[config.mk]
export PLATFORM = sky130hd
export DESIGN_NAME = muldiv_sequencer
export DESIGN_NICKNAME = d
export VERILOG_FILES = /design/src/rtl/muldiv_sequencer.sv
export SDC_FILE = /design/constraint.sdc
export NUM_CORES = 1
export LEC_CHECK = 0
export ABC_AREA = 1
export BUFFER_PORTS_ARGS = -buffer_cell sky130_fd_sc_hd__buf_2
export CAP_MARGIN = 40
export CORE_AREA = 4 4 128 130
export CTS_CLUSTER_DIAMETER = 150
export CTS_CLUSTER_SIZE = 14
export DETAILED_ROUTE_END_ITERATION = 12
export DIE_AREA = 0 0 132 134
export GPL_ROUTABILITY_DRIVEN = 0
export PLACE_DENSITY = 0.83
export SYNTH_ARGS = -nofsm -noshare
export SYNTH_HDL_FRONTEND = slang
export SYNTH_SLANG_ARGS = --single-unit
[constraint.sdc]
create_clock -name clk -period 9 [get_ports clk]
set_input_delay 0.9 -clock clk [delete_from_list [all_inputs] [get_ports clk]]
set_output_delay 0.9 -clock clk [all_outputs]
set_load 0.01 [all_outputs]
[src/rtl/muldiv_sequencer.sv]
// Sequences the shared multi-cycle MULT/DIV units for the multicycle CPU and commits
// their results into the architectural HI/LO registers after the fixed unit latency.
module muldiv_sequencer #(
    parameter int MULT_LATENCY = 33,
    parameter int DIV_LATENCY  = 33,
    parameter int CNT_W        = 7
) (
    input  logic        clk,
    input  logic        reset,
    input  logic        op_valid,
    input  logic [1:0]  op,
    input  logic [31:0] rs_val,
    input  logic [31:0] rt_val,
    output logic        op_ready,
    output logic        busy,
    output logic        done,
    output logic        div_zero,
    output logic        mult_start,
    output logic        div_start,
    output logic [31:0] unit_a,
    output logic [31:0] unit_b,
    input  logic [31:0] mult_hi,
    input  logic [31:0] mult_lo,
    input  logic [31:0] div_hi,
    input  logic [31:0] div_lo,
    output logic [31:0] hi,
    output logic [31:0] lo
);

    localparam int DATA_W = 32;

    localparam logic [1:0] OP_MULT = 2'b00;
    localparam logic [1:0] OP_DIV  = 2'b01;
    localparam logic [1:0] OP_MTHI = 2'b10;
    localparam logic [1:0] OP_MTLO = 2'b11;

    localparam logic [CNT_W-1:0] MULT_CNT = CNT_W'(MULT_LATENCY);
    localparam logic [CNT_W-1:0] DIV_CNT  = CNT_W'(DIV_LATENCY);

    typedef enum logic [1:0] {
        S_IDLE      = 2'd0,
        S_MULT_WAIT = 2'd1,
        S_DIV_WAIT  = 2'd2
    } state_t;

    state_t                     r_state;
    state_t                     w_state_nxt;
    logic [CNT_W-1:0]           r_cnt;
    logic signed [DATA_W-1:0]   r_hi;
    logic signed [DATA_W-1:0]   r_lo;
    logic signed [DATA_W-1:0]   r_unit_a;
    logic signed [DATA_W-1:0]   r_unit_b;
    logic                       r_mult_start;
    logic                       r_div_start;
    logic                       r_done;
    logic                       r_div_zero;

    logic                       w_busy;
    logic                       w_idle_op;
    logic                       w_mult_go;
    logic                       w_div_go;
    logic                       w_div_zero;
    logic                       w_mthi;
    logic                       w_mtlo;
    logic                       w_commit;
    logic signed [DATA_W-1:0]   w_res_hi;
    logic signed [DATA_W-1:0]   w_res_lo;

    always_ff @(posedge clk or posedge reset) begin
        if (reset) begin
            r_state <= S_IDLE;
        end else begin
            r_state <= w_state_nxt;
        end
    end

    always_comb begin
        w_state_nxt = r_state;
        case (r_state)
            S_IDLE: begin
                if (op_valid && op == OP_MULT) begin
                    w_state_nxt = S_MULT_WAIT;
                end else if (op_valid && op == OP_DIV && rt_val != '0) begin
                    w_state_nxt = S_DIV_WAIT;
                end
            end
            S_MULT_WAIT, S_DIV_WAIT: begin
                if (r_cnt == '0) begin
                    w_state_nxt = S_IDLE;
                end
            end
            default: w_state_nxt = S_IDLE;
        endcase
    end

    // Ops are only taken in IDLE; anything presented while busy is dropped, not queued.
    always_comb begin
        w_busy     = (r_state != S_IDLE);
        w_idle_op  = !w_busy && op_valid;
        w_mult_go  = w_idle_op && (op == OP_MULT);
        w_div_go   = w_idle_op && (op == OP_DIV) && (rt_val != '0);
        w_div_zero = w_idle_op && (op == OP_DIV) && (rt_val == '0);
        w_mthi     = w_idle_op && (op == OP_MTHI);
        w_mtlo     = w_idle_op && (op == OP_MTLO);
        w_commit   = w_busy && (r_cnt == '0);
        w_res_hi   = (r_state == S_DIV_WAIT) ? $signed(div_hi) : $signed(mult_hi);
        w_res_lo   = (r_state == S_DIV_WAIT) ? $signed(div_lo) : $signed(mult_lo);
    end

    always_ff @(posedge clk or posedge reset) begin
        if (reset) begin
            r_cnt        <= '0;
            r_hi         <= '0;
            r_lo         <= '0;
            r_unit_a     <= '0;
            r_unit_b     <= '0;
            r_mult_start <= 1'b0;
            r_div_start  <= 1'b0;
            r_done       <= 1'b0;
            r_div_zero   <= 1'b0;
        end else begin
            r_mult_start <= w_mult_go;
            r_div_start  <= w_div_go;
            r_div_zero   <= w_div_zero;
            r_done       <= w_commit;

            if (w_mult_go || w_div_go) begin
                r_unit_a <= $signed(rs_val);
                r_unit_b <= $signed(rt_val);
            end

            // The counter reaches zero one edge before commit, giving LATENCY+1 edges total.
            if (w_mult_go) begin
                r_cnt <= MULT_CNT;
            end else if (w_div_go) begin
                r_cnt <= DIV_CNT;
            end else if (r_cnt != '0) begin
                r_cnt <= r_cnt - CNT_W'(1);
            end

            if (w_commit) begin
                r_hi <= w_res_hi;
                r_lo <= w_res_lo;
            end else begin
                if (w_mthi) begin
                    r_hi <= $signed(rs_val);
                end
                if (w_mtlo) begin
                    r_lo <= $signed(rs_val);
                end
            end
        end
    end

    assign busy       = w_busy;
    assign op_ready   = !w_busy;
    assign done       = r_done;
    assign div_zero   = r_div_zero;
    assign mult_start = r_mult_start;
    assign div_start  = r_div_start;
    assign unit_a     = r_unit_a;
    assign unit_b     = r_unit_b;
    assign hi         = r_hi;
    assign lo         = r_lo;

endmodule

==> run summary <==
Worst Path Max Fanout - 52
largest net degree at the start of global routing - 90
CP max stage cell - nand2_1
Final Hold Fails - 0
M2 GR Usage - 45.0%
Period minus WS final - 2.85 ns
Yosys reg bits - 141
worst vdd ir - 170 uV
r2r startpoint - r_cnt[0]
ANT cells - 0
Slew Viols, Final - 0
clk sink count - 141
cell chosen for the clock root - clkbuf_16
GRT Total Usage - 26.9%
cell area after synthesis - 7220 um2
crit end category - flop
vias in the first global route - 7312
Post-CTS Setup Bufs - 0
unrepaired setup endpoints after global routing - false
Post-CTS Resized - 0
busiest grt layer - met2
reg2reg end - hi[23]
Die W - 132 um
Seq/Total Area, Yosys - 48.9%
die area - 17700 um2
Die Y-Extent - 134 um
CTS tree - built
Setup-failing EPs final - 0
Fmax - 351 MHz
Pwr Density - 315 nW/um2
worst-margin pin slew - 0.826 ns
Via density - 5.29
drt drc - 0
fin crit share - 31.7%
status - finished clean
worst min-delay path category - flop to flop
crit start category - flop
Power, Total - 3.00 mW
critical path required time - 9.34 ns
Max-cap violations - 0
critical path's largest stage delay - 0.51 ns
Reg2Reg Setup Slack - 6.15 ns
Detail Route Antenna Nets - 0
Yosys top cell by area - dfrtp_1
DP HPWL - 17000 um
hold path endpoint - unit_a[28]
Ys Warns - 0
commonest non-fill, non-tap cell in the layout - nand2_1
routed len/inst - 17.2 um
clock latency on the worst-skew pair - 0.42 ns
leakage - 5.27 nW
number of fillers in the final layout - 1335
met1 Use GR - 33.8%
hold depth - 2
CP Buf/Inv Count - 3
critical path type - flop to flop
gr ovfl total - 0
Slew HR - 45.0%
Post-Route WL - 24100 um
Avg Inst Size Synth - 8.04 um2
routed vias - 7404
Worst path top cell family by delay - simple AND/OR/NAND/NOR gates
Rows - 45
Post-Synthesis Cells - 898
min-delay src - unit_a[28]
GR Layer Usage met3 - 6.41%
CTS max path bufs - 2
Area Overhead vs Synth - 31.9%
TritonCTS buffer count - 17
Yosys top cell area share - 48.9%
core area - 15100 um2
largest cells by area after synthesis - dfrtp_1, nand2_1, mux2_2
CTS Hold Buffers Added - 0
Buffers on Ports - 330
clock transition at the registers of the reported paths - 0.06 ns
critical path arrival - 3.19 ns
crit-path cells - inv_1, ha_1, nand3_2, nor2_4, nand2_4, buf_12, nand2_1, buf_4, nor2_1, a21oi_1
Worst R2R Path Depth - 10
setup TNS - 0 ns
nets@finish - 1401
I/O pin count - 331
synth unique cells - 23
proportion of layout cells with a drive suffix above 1 - 36.6%
clock skew - 0.00659 ns
most frequent cells in the layout - nand2_1, buf_2, dfrtp_1
TritonRoute pass-1 iters - 5
Net Count, Synth - 1098
Initial Util - 47.7%
initial antenna violation count - 0
drt initial violations - 476
first-pass GRT wire length - 38200 um
H-tree Lvls - 4
==> synthesized netlist by cell type <==
| cell type | number |
|---|---|
| dfrtp_1 | 141 |
| nor2_4 | 1 |
| mux2_2 | 64 |
| buf_6 | 6 |
| inv_2 | 1 |
| nand2_4 | 1 |
| nand3b_1 | 1 |
| nor2_2 | 1 |
| nor2_1 | 63 |
| clkbuf_1 | 22 |
| nand2_1 | 355 |
| o21ai_0 | 33 |
| nand3_2 | 1 |
| nor3_1 | 1 |
| inv_1 | 34 |
| nand3_1 | 103 |
| buf_2 | 28 |
| nand4_1 | 1 |
| o211ai_1 | 1 |
| buf_4 | 1 |
| a21oi_1 | 34 |
| ha_1 | 3 |
| xnor2_1 | 2 |
==> how the worst max path moves through the flow <==
stage                        start         to  cells after the start
final                     r_cnt[0]     hi[23]                     10
after global routing      r_cnt[0]     hi[30]                     10
after CTS                 r_cnt[0]     hi[23]                     10
after detailed placement  r_cnt[0]     hi[23]                     10
after global placement    r_cnt[0]      lo[0]                      9
after floorplan              reset  div_start                      1
==> state kept, by name, summed over array words and instances, names as in the netlist <==
signal	flops
done	1
unit_b	32
div_start	1
lo	32
mult_start	1
div_zero	1
r_cnt	7
r_state	2
unit_a	32
hi	32
==> per-layer routing <==
| layer | up-vias | part of all wire [%] |
|---|---|---|
| li1 | 3487 | - |
| met5 | - | 0 |
| met4 | 0 | 2.9 |
| met3 | 51 | 7.9 |
| met1 | 3503 | 39 |
| met2 | 363 | 50 |
==> power by group <==
part / internal (mW) / total, mW / switching [mW]
clock: 0.439 / 0.707 / 0.268
sequential: 0.933 / 1.10 / 0.165
combinational: 0.505 / 1.19 / 0.687
==> logic make-up (layout without fill, tap and decap cells) <==
kind of cell	Yosys count	after routing	synth area share, %
AOI/OAI and AO/OA	68	68	4.75
buffers and inverters	92	406	5.95
DFF	141	141	48.9
adders and majority gates	3	3	0.520
muxes	64	64	9.98
xor gates and xnor gates	2	2	0.243
and+or+nand+nor	528	528	29.7
==> worst reg2reg max path: stages (launching register included) <==
cell,delay [ns]
dfrtp_1,0.38
inv_1,0.12
ha_1,0.21
nand3_2,0.13
nor2_4,0.19
nand2_4,0.32
buf_12,0.31
nand2_1,0.51
buf_4,0.40
nor2_1,0.08
a21oi_1,0.14
==> area by class of cell <==
cell class              count  area (um2)  share of cell area [%]
clock buffers              19         443                    4.65
multi-input cells         665        3270                    34.4
flip-flops and latches    141        3530                    37.1
repair buffers            341        1760                    18.5
inverters                  35         136                    1.43
clock inverters            11         145                    1.52
well taps                 188         235                    2.47
==> through the flow <==
stage	util (%)	instances	setup WS (ns)	hold slack, ns	area [um2]
finish	62.8	1400	6.15	0.501	9520
global route	62.8	1400	5.95	0.519	9520
CTS	62.8	1400	6.15	0.502	9520
detailed placement	59.0	1370	6.18	0.488	8930
global placement	58.7	1368	5.97	0.484	8890
floorplan	-	898	4.32	0.518	7220
(Power assumes the default switching activity.)
